==> config.mk <==
export PLATFORM = sky130hd
export DESIGN_NAME = slave_fifo
export DESIGN_NICKNAME = d
export VERILOG_FILES = /design/src/rtl/slave_fifo.sv
export SDC_FILE = /design/constraint.sdc
export NUM_CORES = 2
export LEC_CHECK = 0
export BUFFER_PORTS_ARGS = -buffer_cell sky130_fd_sc_hd__buf_2
export CELL_PAD_IN_SITES_DETAIL_PLACEMENT = 0
export CELL_PAD_IN_SITES_GLOBAL_PLACEMENT = 1
export CORE_MARGIN = 5
export CORE_UTILIZATION = 40
export CTS_CLUSTER_SIZE = 12
export DETAILED_ROUTE_END_ITERATION = 7
export GPL_ROUTABILITY_DRIVEN = 0
export MAX_ROUTING_LAYER = met4
export PLACE_DENSITY = 0.66
export SYNTH_ARGS = -nofsm -noshare
export SYNTH_HDL_FRONTEND = slang
export SYNTH_SLANG_ARGS = --single-unit
==> constraint.sdc <==
create_clock -name clk_i -period 4.2 [get_ports clk_i]
set_clock_uncertainty 0.1 [all_clocks]
set_input_delay 0.21 -clock clk_i [delete_from_list [all_inputs] [get_ports clk_i]]
set_output_delay 0.21 -clock clk_i [all_outputs]
set_load 0.02 [all_outputs]
==> src/rtl/slave_fifo.sv <==
// slave_fifo: per-channel input buffer of the multi-channel data formatter.
// Buffers upstream words in a DEPTH-entry FIFO, reports free space, requests the
// arbiter once a full package is stored and, on grant, streams exactly one
// package of the programmed length.
//
// Ports:
//   clk_i, rstn_i          clock (rising edge), asynchronous active-low reset
//   chnl_data_i/valid_i    upstream write word and request
//   chnl_ready_o           FIFO accepts a word this cycle
//   slv_en_i               channel enable
//   slv_pkglen_i           package length code (0:4, 1:8, 2:16, 3..7:32 words)
//   slv_margin_o           free entries (DEPTH - count)
//   slv_req_o              a full package is available
//   a2s_ack_i              arbiter grant pulse
//   slv_data_o/slv_val_o   registered package word and its valid
module slave_fifo #(
  parameter int unsigned DW    = 32,
  parameter int unsigned DEPTH = 64,
  parameter int unsigned AW    = 6
) (
  input  logic          clk_i,
  input  logic          rstn_i,
  input  logic [DW-1:0] chnl_data_i,
  input  logic          chnl_valid_i,
  output logic          chnl_ready_o,
  input  logic          slv_en_i,
  input  logic [2:0]    slv_pkglen_i,
  output logic [AW:0]   slv_margin_o,
  output logic          slv_req_o,
  input  logic          a2s_ack_i,
  output logic [DW-1:0] slv_data_o,
  output logic          slv_val_o
);

  typedef logic [AW-1:0] ptr_t;
  typedef logic [AW:0]   cnt_t;
  typedef enum logic {StIdle, StSend} state_e;

  localparam cnt_t FullCnt = cnt_t'(DEPTH);
  localparam cnt_t CntOne  = cnt_t'(1);
  localparam ptr_t PtrOne  = ptr_t'(1);

  logic [DW-1:0] mem_q [DEPTH];

  state_e        state_q, state_d;
  ptr_t          wr_ptr_q, wr_ptr_d;
  ptr_t          rd_ptr_q, rd_ptr_d;
  cnt_t          count_q, count_d;
  cnt_t          len_q, len_d;
  cnt_t          rem_q, rem_d;
  logic [DW-1:0] data_q, data_d;
  logic          val_q, val_d;

  cnt_t len_dec;
  logic wr_en;
  logic pop;
  logic req;

  // Package length decode; codes above 3 saturate at 32 words.
  always_comb begin
    len_dec = cnt_t'(32);
    case (slv_pkglen_i)
      3'd0:    len_dec = cnt_t'(4);
      3'd1:    len_dec = cnt_t'(8);
      3'd2:    len_dec = cnt_t'(16);
      default: len_dec = cnt_t'(32);
    endcase
  end

  // Ready reflects the count before the edge, so a pop on a full FIFO does not
  // make room for a write in the same cycle.
  assign chnl_ready_o = slv_en_i & (count_q != FullCnt);
  assign wr_en        = chnl_valid_i & chnl_ready_o;

  always_comb begin
    state_d = state_q;
    len_d   = len_q;
    rem_d   = rem_q;
    pop     = 1'b0;
    req     = 1'b0;
    unique case (state_q)
      StIdle: begin
        req = slv_en_i & (count_q >= len_dec);
        if (req && a2s_ack_i) begin
          // Length is frozen for the whole package from here on.
          pop     = 1'b1;
          len_d   = len_dec;
          rem_d   = len_dec - CntOne;
          state_d = StSend;
        end
      end
      StSend: begin
        // Runs to completion regardless of enable or length changes.
        pop   = 1'b1;
        rem_d = rem_q - CntOne;
        if (rem_q == CntOne) begin
          state_d = StIdle;
        end
      end
      default: state_d = StIdle;
    endcase
  end

  always_comb begin
    wr_ptr_d = wr_en ? wr_ptr_q + PtrOne : wr_ptr_q;
    rd_ptr_d = pop ? rd_ptr_q + PtrOne : rd_ptr_q;
    count_d  = count_q;
    case ({wr_en, pop})
      2'b10:   count_d = count_q + CntOne;
      2'b01:   count_d = count_q - CntOne;
      default: count_d = count_q;
    endcase
    data_d = pop ? mem_q[rd_ptr_q] : data_q;
    val_d  = pop;
  end

  // Storage is not reset; clearing the pointers and count discards it.
  always_ff @(posedge clk_i) begin
    if (wr_en) begin
      mem_q[wr_ptr_q] <= chnl_data_i;
    end
  end

  always_ff @(posedge clk_i or negedge rstn_i) begin
    if (!rstn_i) begin
      state_q  <= StIdle;
      wr_ptr_q <= '0;
      rd_ptr_q <= '0;
      count_q  <= '0;
      len_q    <= '0;
      rem_q    <= '0;
      data_q   <= '0;
      val_q    <= 1'b0;
    end else begin
      state_q  <= state_d;
      wr_ptr_q <= wr_ptr_d;
      rd_ptr_q <= rd_ptr_d;
      count_q  <= count_d;
      len_q    <= len_d;
      rem_q    <= rem_d;
      data_q   <= data_d;
      val_q    <= val_d;
    end
  end

  assign slv_margin_o = FullCnt - count_q;
  assign slv_req_o    = req;
  assign slv_data_o   = data_q;
  assign slv_val_o    = val_q;

endmodule

==> results.md <==
- Final Hold Fails: 0
- Crit. End Element: flop
- Share of the synthesized area in the top cell type: 0.755
- Clock Root Buffer: clkbuf_16
- Vias in the first global route: 41500
- Syn_nets: 3978
- Number of setup violations in the final report: 0
- Max_cap viols: 0
- Syn Inst Count: 3921
- Sequential-to-total area share from yosys stat: 0.773
- Num rows: 165
- Initial DRC count: 4699
- Via density: 5.82
- Crit path kind: reg2reg
- Initial Util: 0.403
- CTS Sinks: 2108
- Count leader, synth: edfxtp_1
- Worst endpoint required time: 4.77 ns
- Largest net degree at the start of global routing: 83
- Min-Delay Endpoint: mem_q[53][1]
- Worst r2r src: rd_ptr_q[0]
- Post-synth top cells: 2048 x edfxtp_1, 425 x mux4_2, 154 x nand2_1, 146 x nor2_1, 106 x mux2i_1
- RSZ-0062 raised after global routing: no
- Residual DRC count: 0
- Core region area: 0.202 mm^2
- Actual slew at the worst max-slew pin: 1.32 ns
- Post-CTS Setup Inserts: 0
- Clock-pin slew on the worst setup and hold paths: 0.06 ns
- Distinct cell type count after synthesis: 59
- Mapped cell area: 0.0815 mm^2
- Area Growth Syn to Fin: 15.0%
- Period utilisation layout: 0.897
- Critical Path Start: rd_ptr_q[0]
- Area leader, netlist: edfxtp_1
- Placed wire-length estimate: 129000 um
- Layout cell share with drive strength beyond 1: 0.266
- Top post-synthesis cells by area: edfxtp_1 75%, mux4_2 12%, dfrtp_1 1.8%
- Port Buffers: 81
- CP Data Arrival Time: 4.33 ns
- Worst skew pair latency: 0.85 ns
- GRT Overall Usage: 0.212
- Antenna viol nets, final: 0
- Top Ports: 82
- Vias: 41200
- Post-synth top flop: edfxtp_1
- Global-route wire length before repair: 314000 um
- HP Start: chnl_data_i[1]
- Static Leak: 0.0294 uW
- Cell depth of the worst min-delay path: 1
- Worst vdd ir: 0.668 mV
- Die ar.: 0.213 mm^2
- Routed len/inst: 31.0 um
- Hold Slack: 0.0831 ns
- Worst-case reg-to-reg path depth: 6
- Grt ovf: 0
- Pre-Repair DR Iteration Count: 6
- Initial antenna violation count: 7
- Hold/Removal Path Class: in2reg
- Slew Viols, Final: 0
- Max H-tree Level: 4
- Die Y-Extent: 461 um
- Final Util: 0.463
- Post-route minimum period: 3.77 ns
- Routed WL: 219000 um
- R2R Setup Slk: 0.43 ns
- YS warnings: 0
- FF-to-FF End: slv_data_o[15]
- Layout Nets: 4309
- Pwr Density: 639 mW/mm^2
- CTS Buffer Depth: 3
- Status: finished, final reports clean
- Total negative slack: 0 ns
- Synth Area per Inst: 20.8 um^2
- CTS buffer count: 211
- CTS tree: built
- Ys async rst share: 0.0285
- FF+latch count, synth: 2108
- Achievable Freq: 0.266 GHz
- Chip width: 461 um
- EDFF count, synth: 2048
- CP max FO: 59
- Startpoint Class: flop
- Rel. slew slack: 0.117
-- routing by layer --
layer	track usage	share of wire	wire length, um
met4	0.0493	0.022	4940
met5	-	0	0
met1	0.300	0.43	93800
met3	0.0304	0.070	15400
met2	0.331	0.48	105000
-- cells in the final DEF (no fill, tap or decap), drive strengths merged, types with 30 or more instances in the layout --
cell type,n
mux2,98
a211oi,52
o22ai,88
nand2,154
mux4,425
nor2b,63
o21ai,84
a21oi,48
a31oi,30
mux2i,106
edfxtp,2048
clkinv,55
buf,302
a22oi,32
nor2,146
o211ai,41
clkbuf,303
dlygate4sd3,37
dfrtp,60
-- power by group --
part	switching, uW	internal, uW
sequential	1030	23700
clock	7880	9680
combinational	10300	7220
-- worst max-delay path, stage by stage (launching register included) --
cell      delay [ns]
dfrtp_4         1.00
buf_12          0.42
mux4_2          0.56
nand2_1         0.08
a21oi_1         0.08
o311ai_0        1.09
o211ai_1        0.14
-- worst max path at each step --
stage,endpoint,slack (ns),cells after the start
floorplan,count_q[6],0.36,13
global placement,slv_data_o[15],0.31,6
detailed placement,slv_data_o[15],0.31,6
CTS,slv_data_o[15],0.28,6
global route,slv_data_o[15],0.33,6
finish,slv_data_o[15],0.43,6
-- per-stage QoR --
step	instance area, um^2	cells	setup WS (ns)	total power [uW]
after global routing	93700	7080	0.329	62200
final	93700	7085	0.435	59800
after CTS	93700	7078	0.282	60300
after global placement	86900	6673	0.305	42700
after detailed placement	86900	6673	0.306	42800
after floorplan	81500	3921	0.357	35900
-- kinds of logic after synthesis --
| logic type | synth area share |
|---|---|
| AOI/OAI and AO/OA | 0.0364 |
| muxes | 0.144 |
| and+or+nand+nor | 0.0261 |
| xor gates and xnor gates | 0.00269 |
| buffers and inverters | 0.0148 |
| DFF | 0.773 |
| adders and majority gates | 0.00270 |
-- layout make-up --
type	instances	area, um^2
tap	2672	3340
clock inverter	64	602
timing repair buffer	339	3110
multi-input combinational	1575	17800
fill	16900	109000
clock buffer	303	5780
antenna	7	17.5
sequential	2108	63000
inverter	17	66.3
-- timing repair --
action,4_1_cts,5_1_grt
gates resized for setup,0,0
hold buffers,38,0
endpoints found under the hold margin,1116,0
-- state kept, by name, summed over array words and instances (netlist names) --
name        count
count_q         7
mem_q        2048
rem_q           7
slv_val_o       1
rd_ptr_q        6
wr_ptr_q        6
slv_data_o     32
state_q         1
(Power assumes the default switching activity.)
